File: src/rtl/mux_pipe_pkg.sv
`default_nettype none
// ============================================================================
// Module      : mux_pipe_pkg
// Description : Shared constants for the N-to-1 pipelined channel multiplexer.
// Revision    : 1.0 - initial release
// ============================================================================
package mux_pipe_pkg;

    // Selection policy encoding carried on the MODE input
    localparam logic MODE_FIXED = 1'b0;
    localparam logic MODE_RR    = 1'b1;

endpackage : mux_pipe_pkg
`default_nettype wire

File: src/rtl/mux_rr_pick.sv
`default_nettype none
// ============================================================================
// Module      : mux_rr_pick
// Description : Combinational rotating-priority picker. Returns the first
//               requesting index at or after the base pointer, wrapping
//               around, using a doubled request vector shifted by the base.
// Revision    : 1.0 - initial release
// ============================================================================
module mux_rr_pick #(
    parameter int NIN  = 4,
    parameter int SELW = $clog2(NIN)
) (
    input  logic [NIN-1:0]  req,
    input  logic [SELW-1:0] base,
    output logic [SELW-1:0] grant,
    output logic            grant_valid
);

    // Number of codes representable on the base/grant width
    localparam int NSEL = 1 << SELW;

    // One bit per code: set where the code is a real channel index
    localparam logic [NSEL-1:0] IDX_OK = NSEL'({NIN{1'b1}});

    logic [SELW-1:0]  base_eff;
    logic [2*NIN-1:0] dbl;
    logic [NIN-1:0]   rot;
    int               pos;

    // Fold an unused base code to 0 so the search window never starts past the end
    always_comb begin
        base_eff = IDX_OK[base] ? base : '0;
    end

    // Rotate requests so the base channel sits at bit 0; lowest set bit wins
    always_comb begin
        dbl         = {req, req};
        rot         = NIN'(dbl >> base_eff);
        grant       = '0;
        grant_valid = 1'b0;
        pos         = 0;
        // Descending scan: the last hit written is the lowest rotated index
        for (int i = NIN - 1; i >= 0; i--) begin
            if (rot[i]) begin
                pos = int'(base_eff) + i;
                if (pos >= NIN) begin
                    pos = pos - NIN;
                end
                grant       = SELW'(pos);
                grant_valid = 1'b1;
            end
        end
    end

endmodule : mux_rr_pick
`default_nettype wire

File: src/rtl/mux_nto1_pipe.sv
`default_nettype none
// ============================================================================
// Module      : mux_nto1_pipe
// Description : Parametrised N-to-1 channel multiplexer with a one-entry
//               registered output and valid/ready flow control. Supports a
//               fixed select or round-robin arbitration across valid
//               channels; each output word is tagged with its source channel.
// Revision    : 1.0 - initial release
// ============================================================================
module mux_nto1_pipe
    import mux_pipe_pkg::*;
#(
    parameter int WIDTH = 8,
    parameter int NIN   = 4,
    parameter int SELW  = $clog2(NIN)
) (
    input  logic                 CLK,
    input  logic                 RSTB,
    input  logic [NIN*WIDTH-1:0] IN,
    input  logic [NIN-1:0]       IN_VLD,
    output logic [NIN-1:0]       IN_RDY,
    input  logic [SELW-1:0]      S,
    input  logic                 MODE,
    output logic [WIDTH-1:0]     Q,
    output logic                 Q_VLD,
    input  logic                 Q_RDY,
    output logic [SELW-1:0]      Q_SEL,
    output logic                 SEL_ERR
);

    // Number of codes representable on the select width
    localparam int NSEL = 1 << SELW;

    // One bit per select code: set where the code names a real channel.
    // Indexing these vectors by S avoids reading past IN_VLD when NIN is
    // not a power of two.
    localparam logic [NSEL-1:0] SEL_OK = NSEL'({NIN{1'b1}});

    logic [NSEL-1:0]  vld_ext;
    logic             s_in_range;
    logic             s_vld;

    logic [SELW-1:0]  ptr;
    logic [SELW-1:0]  rr_grant;
    logic             rr_valid;

    logic [SELW-1:0]  grant;
    logic             grant_valid;
    logic             load;
    logic [WIDTH-1:0] in_word;

    assign vld_ext    = NSEL'(IN_VLD);
    assign s_in_range = SEL_OK[S];
    assign s_vld      = vld_ext[S];

    mux_rr_pick #(
        .NIN  (NIN),
        .SELW (SELW)
    ) u_rr_pick (
        .req         (IN_VLD),
        .base        (ptr),
        .grant       (rr_grant),
        .grant_valid (rr_valid)
    );

    // Choose the granted channel for this cycle from the active policy
    always_comb begin
        grant       = '0;
        grant_valid = 1'b0;
        if (MODE == MODE_RR) begin
            grant       = rr_grant;
            grant_valid = rr_valid;
        end else begin
            grant       = S;
            grant_valid = s_in_range && s_vld;
        end
    end

    // Accept a word whenever the output slot is empty or draining this cycle
    assign load = (!Q_VLD || Q_RDY) && grant_valid;

    // One-hot ready towards the granted producer; independent of channel data
    generate
        for (genvar gi = 0; gi < NIN; gi++) begin : g_rdy
            assign IN_RDY[gi] = load && (grant == SELW'(gi));
        end
    endgenerate

    // Select the granted channel's word; an explicit compare loop keeps
    // unused select codes from reading outside the IN bus
    always_comb begin
        in_word = '0;
        for (int i = 0; i < NIN; i++) begin
            if (grant == SELW'(i)) begin
                in_word = IN[i*WIDTH +: WIDTH];
            end
        end
    end

    // Output register: load on grant, empty on drain, otherwise hold
    always_ff @(posedge CLK or negedge RSTB) begin
        if (!RSTB) begin
            Q     <= '0;
            Q_SEL <= '0;
            Q_VLD <= 1'b0;
        end else if (load) begin
            Q     <= in_word;
            Q_SEL <= grant;
            Q_VLD <= 1'b1;
        end else if (Q_RDY) begin
            Q_VLD <= 1'b0;
        end
    end

    // Round-robin pointer moves past the winner only when a word is taken
    always_ff @(posedge CLK or negedge RSTB) begin
        if (!RSTB) begin
            ptr <= '0;
        end else if (load && (MODE == MODE_RR)) begin
            if (grant == SELW'(NIN - 1)) begin
                ptr <= '0;
            end else begin
                ptr <= grant + 1'b1;
            end
        end
    end

    // Sticky flag for a fixed select naming a nonexistent channel under demand
    always_ff @(posedge CLK or negedge RSTB) begin
        if (!RSTB) begin
            SEL_ERR <= 1'b0;
        end else if ((MODE == MODE_FIXED) && !s_in_range && (|IN_VLD)) begin
            SEL_ERR <= 1'b1;
        end
    end

endmodule : mux_nto1_pipe
`default_nettype wire
File: config.mk
export PLATFORM = sky130hd
export DESIGN_NAME = mux_nto1_pipe
export DESIGN_NICKNAME = d
export VERILOG_FILES = /design/src/rtl/mux_pipe_pkg.sv /design/src/rtl/mux_rr_pick.sv /design/src/rtl/mux_nto1_pipe.sv
export SDC_FILE = /design/constraint.sdc
export NUM_CORES = 1
export LEC_CHECK = 0
export CAP_MARGIN = 10
export CELL_PAD_IN_SITES_DETAIL_PLACEMENT = 0
export CELL_PAD_IN_SITES_GLOBAL_PLACEMENT = 1
export CORE_MARGIN = 2
export CORE_UTILIZATION = 38
export DETAILED_ROUTE_END_ITERATION = 16
export DONT_BUFFER_PORTS = 1
export PLACE_DENSITY = 0.73
export RECOVER_POWER = 50
export SKIP_CTS_REPAIR_TIMING = 1
export SYNTH_ARGS = -nofsm -noshare
export SYNTH_HDL_FRONTEND = slang
export SYNTH_SLANG_ARGS = --single-unit
File: constraint.sdc
create_clock -name CLK -period 2.4 [get_ports CLK]
set_input_delay 0 -clock CLK [delete_from_list [all_inputs] [get_ports CLK]]
set_output_delay 0 -clock CLK [all_outputs]
set_load 0.05 [all_outputs]
==> flow_summary.toml <==
[place]
gp_congestion = 0.890
place_inst = 153
dpl_cell_area_sq_um = 1190
port_buffers = 0
dp_slack_ps = -169
dp_hpwl_microns = 2160

[worst_setup_path]
critPathArrivalTime_ps = 2550
r2r-end = "Q[7]$_DFFE_PN0N_"
end_kind = "flip-flop"
reg2reg_slack_ps = 10
setup.worst_path.class = "flip-flop to flip-flop"
reg2regPathDepth = 10
slowest_stage = "dfrtp_2"
required_ps = 2570
r2r_start = "ptr[1]$_DFFE_PN0P_"
path_max_fanout = 10
crit_family = "multiplexers"
cp_cell_sequence = "buf_6 > nor3b_4 > a221oi_4 > mux2_4 > buf_6 > ha_4 > buf_8 > a221oi_2 > o31ai_2 > mux2_4"
max_stage_delay_ps = 460
crit_buf_inv = 3
start_kind = "flip-flop"

[synth]
ys_types = 35
synth_edf_count = 0
netlist_area_sq_um = 1070
synth_fp_nets = 160
synth-simple-area-share_pct = 19.3
async_reset_ff_share_pct = 100
synth_area_per_cell_sq_um = 9.41
synth_top_area_share_pct = 30.3
yosysTopAreaCell = "dfrtp_1"
yosysSeqAreaShare_pct = 30.3
synthMuxAreaShare_pct = 17.3
synth-main-ff-cell = "dfrtp_1"
synthAdderAreaFrac_pct = 4.67
synth_cells = 114
ys_ff_latch = 13
yosysWarnings = 0
synth_top_family_by_area = "compound AO/OA/AOI/OAI gates"
synth_area_leaders = "dfrtp_1 (30%), mux2_2 (8.4%), mux2_4 (7.0%)"
synth_xor_xnor_area_share_pct = 0
synth-compound-area-share_pct = 21.8

[clock_tree]
cts_tree = "done"
h-tree-depth = 1
clockBufferDepth = 2
numCtsBuffers = 3
root_buffer = "clkbuf_4"
worstSkewPairLatency_ps = 280
numClockSinks = 13
clkTransAtPathRegs_ps = 80

[route]
num_vias = 1014
drc = 0
routed_wl_microns = 3150
wl_per_cell_microns = 18.0
drtPass1Iterations = 4
drtIter0Drc = 40
via_per_inst = 5.79
drtAntennaViolNets = 0

[floorplan]
fp.dieW_microns = 57.1
die_area_sq_um = 3260
die_y_microns = 57.1
io_pins = 58
start_util_pct = 39.6
core-area_sq_um = 2710
num_rows = 19

[timing]
hold_viol = 3
max_slew_margin_pct = 58.9
fin_hold_ws_ps = -15.2
fmaxAchievable_ghz = 0.419
worst_slack_ps = 14.0
fin_skew_ps = 5.39
slew_viol_final = 0
timing.final.crit_share_pct = 99.4
tightest_slew_ps = 614
post-route-min-period_ps = 2390
rsz0062_at_grt = "yes"
finalSetupViolations = 0

[global_route]
antenna_found_initial = 0
grt_pass1_vias = 982
grt_pass1_wl_microns = 4450
grt_max_degree = 15
grt.total_usage_pct = 17.5
grt-ovfl-total = 0

[power]
leakagePower_nw = 0.670
irDropWorstVdd_mv = 0.628
power.density_nw_per_um2 = 1020
total_power_mw = 1.59

[hold_path]
hold_path_depth = 3
hp-start = "MODE"
min_path_type = "input port to flip-flop"
hold_path_end = "Q_SEL[0]$_DFFE_PN0N_"

[final_layout]
layout-drive-gt1-share_pct = 41.7
postLayoutCellArea_sq_um = 1560
finalNonFillerCells = 175
finalNetCount = 191
post-route-util_pct = 57.4
nFillCells = 240
areaGrowthSynthToFinish_pct = 45.2
diodes = 0

[job]
maxCapViolCount = 0

[outcome]
failed_checks = "hold timing"
status = "finished, violations left"
-- how the worst max path moves through the flow --
| stage | depth (start not counted) | slack (ps) | endpoint | from |
|---|---|---|---|---|
| final | 10 | 10 | Q[7]$_DFFE_PN0N_ | ptr[1]$_DFFE_PN0P_ |
| after global routing | 10 | -70 | Q[2]$_DFFE_PN0N_ | ptr[1]$_DFFE_PN0P_ |
| after CTS | 9 | -200 | Q[4]$_DFFE_PN0N_ | ptr[1]$_DFFE_PN0P_ |
| after detailed placement | 9 | -170 | Q[4]$_DFFE_PN0N_ | ptr[1]$_DFFE_PN0P_ |
| after global placement | 9 | -70 | Q[7]$_DFFE_PN0N_ | ptr[1]$_DFFE_PN0P_ |
| after floorplan | 9 | 10 | Q[4]$_DFFE_PN0N_ | ptr[1]$_DFFE_PN0P_ |
-- sequential cells by signal, summed over array words and instances, names as in the netlist --
name / flops
Q: 8
Q_SEL: 2
ptr: 2
Q_VLD: 1
-- logic make-up (layout without fill, tap and decap cells) --
kind of cell,count (synthesis),count (layout)
AND/OR/NAND/NOR,36,36
buffers and inverters,13,43
other,1,1
multiplexers,15,15
flip-flops,13,13
AO/OA/AOI/OAI,32,32
adder cells (fa/ha/maj),4,4
-- through the flow --
| stage | hold slack [ps] | setup TNS, ps |
|---|---|---|
| global route | 17.6 | -315 |
| floorplan | -296 | 0 |
| finish | -15.2 | 0 |
| global placement | -295 | -364 |
| detailed placement | -295 | -1060 |
| CTS | -604 | -1380 |
-- layout by cell type (no fill, tap or decap), types with 2 or more instances in the layout --
| cell type | n |
|---|---|
| inv_1 | 4 |
| nand2_1 | 11 |
| buf_6 | 2 |
| nand2b_1 | 4 |
| a21oi_1 | 5 |
| mux2i_1 | 2 |
| o31ai_1 | 5 |
| dlygate4sd3_1 | 12 |
| a221oi_2 | 7 |
| buf_4 | 17 |
| mux2_4 | 10 |
| o31ai_2 | 2 |
| and2_1 | 5 |
| inv_2 | 2 |
| ha_4 | 3 |
| clkbuf_4 | 3 |
| nor2b_1 | 7 |
| mux2_2 | 3 |
| dfrtp_1 | 12 |
| o21ai_1 | 2 |
-- layer usage --
layer	vias to the layer above	wire length (microns)	track usage, %	share of wire [%]
li1	477	-	-	-
met1	489	1250	20.7	40
met2	44	1650	29.9	52
met3	4	196	3.40	6.2
met4	0	55	9.30	1.7
met5	-	0	0	0
-- worst min-delay path, cell delays in order --
cell      delay (ps)
nor4bb_1          20
a21oi_1          110
o21ai_0           80
-- synth_stat cells, drive strengths merged (2+ instances only) --
cell	instances
ha	4
o21ai	3
a221oi	8
clkbuf	3
mux2	13
nand2	11
mux2i	2
a21oi	6
inv	6
and2	5
nand2b	4
nor2b	8
buf	4
dfrtp	13
o31ai	7
-- report_power, final --
group / total [mW] / internal [mW] / leakage (nW) / switching [mW]
combinational: 0.787 / 0.445 / 0.499 / 0.342
sequential: 0.665 / 0.308 / 0.156 / 0.357
clock: 0.139 / 0.0645 / 0.0150 / 0.0741
-- final cells by class --
| class | count | area [sq um] | share of cell area (%) |
|---|---|---|---|
| flip-flops and latches | 13 | 327 | 21.0 |
| inverters | 6 | 22.5 | 1.45 |
| multi-input cells | 88 | 837 | 53.8 |
| clock buffers | 4 | 26.3 | 1.69 |
| repair buffers | 33 | 305 | 19.6 |
| well taps | 31 | 38.8 | 2.49 |
Note: power is estimated with default switching activity, not from simulation.
